`config.mk`:
```
export PLATFORM = sky130hd
export DESIGN_NAME = axil_csr_master
export DESIGN_NICKNAME = d
export VERILOG_FILES = /design/src/rtl/axil_csr_master.sv
export SDC_FILE = /design/constraint.sdc
export NUM_CORES = 1
export LEC_CHECK = 0
export ABC_AREA = 1
export CORE_MARGIN = 3
export CORE_UTILIZATION = 35
export DETAILED_ROUTE_END_ITERATION = 8
export PLACE_DENSITY_LB_ADDON = 0.05
export SLEW_MARGIN = 10
export SYNTH_ARGS = -nofsm -noshare
export SYNTH_HDL_FRONTEND = slang
export SYNTH_SLANG_ARGS = --single-unit
```
`constraint.sdc`:
```
create_clock -name clk -period 1.9 [get_ports clk]
set_input_delay 0.285 -clock clk [delete_from_list [all_inputs] [get_ports clk]]
set_output_delay 0.285 -clock clk [all_outputs]
set_load 0.1 [all_outputs]
```
`src/rtl/axil_csr_master.sv`:
```
// Single-outstanding AXI4-Lite initiator: one command in, one length-1 AXI-Lite access, one response out.
// Optional per-phase timeout is compiled in with `define AXIL_CSR_MASTER_TIMEOUT_EN.
module axil_csr_master #(
  parameter int unsigned ADDR_W         = 6,
  parameter int unsigned TIMEOUT_CYCLES = 1024,
  parameter logic [2:0]  PROT           = 3'b000
) (
  input  logic              clk,
  input  logic              rst_n,

  input  logic              cmd_valid,
  output logic              cmd_ready,
  input  logic              cmd_write,
  input  logic [ADDR_W-1:0] cmd_addr,
  input  logic [31:0]       cmd_wdata,
  input  logic [3:0]        cmd_wstrb,

  output logic              rsp_valid,
  input  logic              rsp_ready,
  output logic [31:0]       rsp_rdata,
  output logic [1:0]        rsp_resp,
  output logic              rsp_write,
  output logic              busy,

  output logic [ADDR_W-1:0] m_axi_awaddr,
  output logic [2:0]        m_axi_awprot,
  output logic              m_axi_awvalid,
  input  logic              m_axi_awready,
  output logic [31:0]       m_axi_wdata,
  output logic [3:0]        m_axi_wstrb,
  output logic              m_axi_wvalid,
  input  logic              m_axi_wready,
  input  logic [1:0]        m_axi_bresp,
  input  logic              m_axi_bvalid,
  output logic              m_axi_bready,
  output logic [ADDR_W-1:0] m_axi_araddr,
  output logic [2:0]        m_axi_arprot,
  output logic              m_axi_arvalid,
  input  logic              m_axi_arready,
  input  logic [31:0]       m_axi_rdata,
  input  logic [1:0]        m_axi_rresp,
  input  logic              m_axi_rvalid,
  output logic              m_axi_rready
);

  if (TIMEOUT_CYCLES == 0) begin : g_bad_timeout
    $error("TIMEOUT_CYCLES must be at least 1");
  end

  typedef enum logic [2:0] {
    IDLE,
    WR,
    WR_RESP,
    RD_ADDR,
    RD_DATA,
    RSP
  } state_t;

  state_t            state;
  state_t            state_n;
  logic [ADDR_W-1:0] addr_q;
  logic [31:0]       wdata_q;
  logic [3:0]        wstrb_q;
  logic              aw_done;
  logic              w_done;
  logic [31:0]       rdata_q;
  logic [1:0]        resp_q;
  logic              write_q;
  logic              accept;
  logic              aw_hs;
  logic              w_hs;

  // Gated by rst_n so no command can be taken while reset is held.
  assign cmd_ready     = rst_n && (state == IDLE);
  assign accept        = cmd_valid && cmd_ready;
  assign busy          = (state != IDLE);
  assign rsp_valid     = (state == RSP);
  assign rsp_rdata     = rdata_q;
  assign rsp_resp      = resp_q;
  assign rsp_write     = write_q;

  assign m_axi_awaddr  = addr_q;
  assign m_axi_araddr  = addr_q;
  assign m_axi_awprot  = PROT;
  assign m_axi_arprot  = PROT;
  assign m_axi_wdata   = wdata_q;
  assign m_axi_wstrb   = wstrb_q;
  assign m_axi_awvalid = (state == WR) && !aw_done;
  assign m_axi_wvalid  = (state == WR) && !w_done;
  assign m_axi_bready  = (state == WR_RESP);
  assign m_axi_arvalid = (state == RD_ADDR);
  assign m_axi_rready  = (state == RD_DATA);

  assign aw_hs = m_axi_awvalid && m_axi_awready;
  assign w_hs  = m_axi_wvalid && m_axi_wready;

`ifdef AXIL_CSR_MASTER_TIMEOUT_EN
  localparam logic [31:0] TIMEOUT_LAST = 32'(TIMEOUT_CYCLES - 1);

  logic [31:0] tcnt;
  logic        timeout_hit;
  logic        waiting;

  assign waiting = state inside {WR, WR_RESP, RD_ADDR, RD_DATA};
`endif

  always_ff @(posedge clk) begin
    if (!rst_n) state <= IDLE;
    else        state <= state_n;
  end

  always_comb begin
    state_n = state;
`ifdef AXIL_CSR_MASTER_TIMEOUT_EN
    timeout_hit = 1'b0;
`endif
    case (state)
      IDLE:    if (accept) state_n = cmd_write ? WR : RD_ADDR;
      WR:      if ((aw_done || aw_hs) && (w_done || w_hs)) state_n = WR_RESP;
      WR_RESP: if (m_axi_bvalid) state_n = RSP;
      RD_ADDR: if (m_axi_arready) state_n = RD_DATA;
      RD_DATA: if (m_axi_rvalid) state_n = RSP;
      RSP:     if (rsp_ready) state_n = IDLE;
      default: state_n = IDLE;
    endcase
`ifdef AXIL_CSR_MASTER_TIMEOUT_EN
    // Only a phase that would otherwise stall another cycle can time out.
    if (waiting && (state_n == state) && (tcnt == TIMEOUT_LAST)) begin
      timeout_hit = 1'b1;
      state_n     = RSP;
    end
`endif
  end

`ifdef AXIL_CSR_MASTER_TIMEOUT_EN
  always_ff @(posedge clk) begin
    if (!rst_n)                tcnt <= '0;
    else if (state_n != state) tcnt <= '0;
    else if (waiting)          tcnt <= tcnt + 32'd1;
  end
`endif

  always_ff @(posedge clk) begin
    if (!rst_n) begin
      addr_q  <= '0;
      wdata_q <= '0;
      wstrb_q <= '0;
      aw_done <= 1'b0;
      w_done  <= 1'b0;
      rdata_q <= '0;
      resp_q  <= '0;
      write_q <= 1'b0;
    end else begin
      case (state)
        IDLE: begin
          if (accept) begin
            addr_q  <= cmd_addr;
            wdata_q <= cmd_wdata;
            wstrb_q <= cmd_wstrb;
            write_q <= cmd_write;
            aw_done <= 1'b0;
            w_done  <= 1'b0;
          end
        end
        WR: begin
          if (aw_hs) aw_done <= 1'b1;
          if (w_hs)  w_done  <= 1'b1;
        end
        WR_RESP: begin
          if (m_axi_bvalid) begin
            resp_q  <= m_axi_bresp;
            rdata_q <= '0;
          end
        end
        RD_DATA: begin
          if (m_axi_rvalid) begin
            resp_q  <= m_axi_rresp;
            rdata_q <= m_axi_rdata;
          end
        end
        default: ;
      endcase
`ifdef AXIL_CSR_MASTER_TIMEOUT_EN
      if (timeout_hit) begin
        resp_q  <= 2'b11;
        rdata_q <= 32'hDEAD_BEEF;
      end
`endif
    end
  end

endmodule
```
==> impl_metrics.tcl <==
set metrics [dict create \
    floorplan.die.height_um 102 \
    post_synth_num_cell_types 22 \
    worstHoldPathType "input pin to flop" \
    power.static_leakage_nw 2.15 \
    cts_setup_buffers 0 \
    powerDensity_mw_per_mm2 1570 \
    gr-max-usage-layer "met2" \
    period_share_pct 92.9 \
    global_route.usage.met3_pct 6.48 \
    total_power_mw 7.93 \
    clock_latency_on_the_worst_skew_pair_ns 0.34 \
    slew_viol_final 0 \
    tns_ns 0 \
    yosysWarningCount 0 \
    yosys-top-cells-area "sky130_fd_sc_hd__dfxtp_1, sky130_fd_sc_hd__nand2_1, sky130_fd_sc_hd__a21oi_1" \
    syn_area_mm2 0.00322 \
    vias_in_the_first_global_route 2895 \
    run_status "complete, no violations" \
    dpl_worst_slack_ns 0.0984 \
    setup.worst_path.end_class "output pin" \
    numCtsBuffers 9 \
    drc_errors 0 \
    cts-htree-levels 3 \
    vias 3158 \
    synth_top_cell_area_share_pct 51.0 \
    postCtsHoldBufs 0 \
    global_route_track_usage_on_met2_pct 27.2 \
    final_cell_count_no_fill 703 \
    hpwlAfterDp_um 6600 \
    synth_seq_area_share_pct 51.0 \
    ant_nets 0 \
    peakVddDrop_mv 0.662 \
    drt_iter0_drc 111 \
    clkSinkCount 82 \
    synthCells 426 \
    synth-main-ff-cell "sky130_fd_sc_hd__dfxtp_1" \
    gr_util_all_layers_pct 16.6 \
    post-synth-top-count-cell "sky130_fd_sc_hd__nand2_1" \
    crit_path_max_fanout 8 \
    clock.fmax_mhz 566 \
    port_buffers 178 \
    via_per_inst 4.49 \
    pin_count 185 \
    post_drt_wl_per_cell_um 12.6 \
    timing.clock.skew_ns 0.00754 \
    ys_seq_elements 82 \
    switching_share_pct 51.9 \
    cts_repair_resizes 0 \
    floorplan.die_area_mm2 0.0104 \
    antenna_found_initial 0 \
    share_of_total_power_in_combinational_logic_pct 54.9 \
    detail_route.wirelength_um 8830 \
    postSynthAreaPerCell_um2 7.55 \
    final_weighted_congestion_in_routability_driven_placement 0.785 \
    clock-root-buffer "sky130_fd_sc_hd__clkbuf_8" \
    grt_first_pass_wirelength_um 13700 \
    finish.utilization_pct 57.5 \
    syn_to_final_growth_pct 57.4 \
    hold_ws_ns 0.263 \
    placed_cell_area_mm2 0.00485 \
    netSwitchingPower_mw 4.12 \
    grt_max_degree 63 \
    internal_power_mw 3.81 \
    fillerInstances 857 \
    worstPathArrival_ns 1.48 \
    tritoncts "yes" \
    timing.setup.critical_path_class "flop to output pin" \
    synthTopCellsByCount "sky130_fd_sc_hd__nand2_1, sky130_fd_sc_hd__dfxtp_1, sky130_fd_sc_hd__a21oi_1" \
    num_antenna_cells 0 \
    core.rowCount 34 \
    layout-drive-gt1-share_pct 21.5 \
    clkTransAtPathRegs_ns 0.08 \
    total_area_of_sequential_cells_mm2 0.00164 \
    coreArea_mm2 0.00881 \
    grt_setup_unrepaired "false" \
    share_seq_of_total_power_pct 27.7 \
    count_of_tritonroute_iterations_in_the_first_routing_pass 4 \
    final.setup.worst_slack_ns 0.134 \
    required_ns 1.62 \
    finalWorstPathRequiredPeriod_ns 1.77 \
    max_cap_viol_count 0 \
    numPlacedInstances 687 \
    crit_path_start_kind "flop" \
    grt.met1_usage_pct 20.3 \
    pwr-share-clk_pct 17.4 \
    cts_max_path_buffers 2 \
    multiInputGateArea_mm2 0.00128 \
    post-synth-top-area-cell "sky130_fd_sc_hd__dfxtp_1" \
    remaining_overflow_grt 0 \
    final_hold_viol_count 0 \
    effective_utilization_at_floorplan_pct 36.5 \
    finalSetupViolCount 0 \
    synth_enable_flop_cells 0 \
    finished_cell_area_mm2 0.00506 \
    finish.net_count 678 \
    die_w_um 102 \
    asyncSetResetFlopFracSynth_pct 0 \
]
metal layers:
metal | part of all wire (%) | wire (um)
met3 | 9.5 | 835
met1 | 42 | 3670
met5 | 0 | 0
met4 | 0.57 | 50
met2 | 48 | 4280
cells in the final DEF, fill, tap and decap left out, drive strengths merged:
| cell type | count |
|---|---|
| nand2 | 169 |
| inv | 17 |
| nand3 | 8 |
| o21ai | 48 |
| clkbuf | 11 |
| clkinvlp | 1 |
| nor3 | 2 |
| a21oi | 38 |
| conb | 6 |
| bufinv | 2 |
| dfxtp | 82 |
| clkdlybuf4s50 | 86 |
| or2 | 2 |
| nand4 | 3 |
| buf | 99 |
| clkinv | 2 |
| nor2 | 19 |
power groups by stage:
stage / clock, mW / combinational (mW) / sequential [mW]
CTS: 1.43 / 4.38 / 2.20
finish: 1.38 / 4.36 / 2.20
global placement: 0 / 4.37 / 2.22
global route: 1.50 / 4.56 / 2.24
floorplan: 0 / 1.63 / 3.99
detailed placement: 0 / 4.38 / 2.23
path summary, 6_finish.rpt:
kind | depth (start not counted) | startpoint | slack, ns | to
max | 3 | state[0]$_SDFFE_PN0P_ | 0.13 | m_axi_wvalid
min | 3 | rst_n | 0.26 | state[1]$_SDFFE_PN0P_
max reg2reg | 6 | state[0]$_SDFFE_PN0P_ | 0.29 | rsp_rdata[5]$_SDFFE_PN0P_
min reg2reg | 2 | m_axi_wdata[31]$_SDFFE_PN0P_ | 0.47 | m_axi_wdata[31]$_SDFFE_PN0P_
critical path, cell delays in order (launching register included):
cell and delay (ns):
sky130_fd_sc_hd__dfxtp_1 0.53, sky130_fd_sc_hd__nand3_1 0.19, sky130_fd_sc_hd__nor2_1 0.21, sky130_fd_sc_hd__buf_12 0.20
state kept, by name, indices dropped and copies added, names as in the netlist:
name and cells:
m_axi_wdata 32, rsp_rdata 32, m_axi_araddr 6, m_axi_wstrb 4, state 3, rsp_resp 2, aw_done 1, rsp_write 1
w_done 1
cells by family after synthesis:
kind of cell,share of synthesized area (%)
DFF,51.0
AOI/OAI and AO/OA,13.4
other,0.117
buffers and inverters,10.1
and+or+nand+nor,25.4
final cells by class:
type | instances | area share [%]
clock buffer | 11 | 2.79
multi-input combinational | 295 | 25.2
tap | 108 | 2.67
inverter | 17 | 1.26
clock inverter | 5 | 1.53
timing repair buffer | 185 | 34.1
sequential | 82 | 32.4
(Power assumes the default switching activity.)
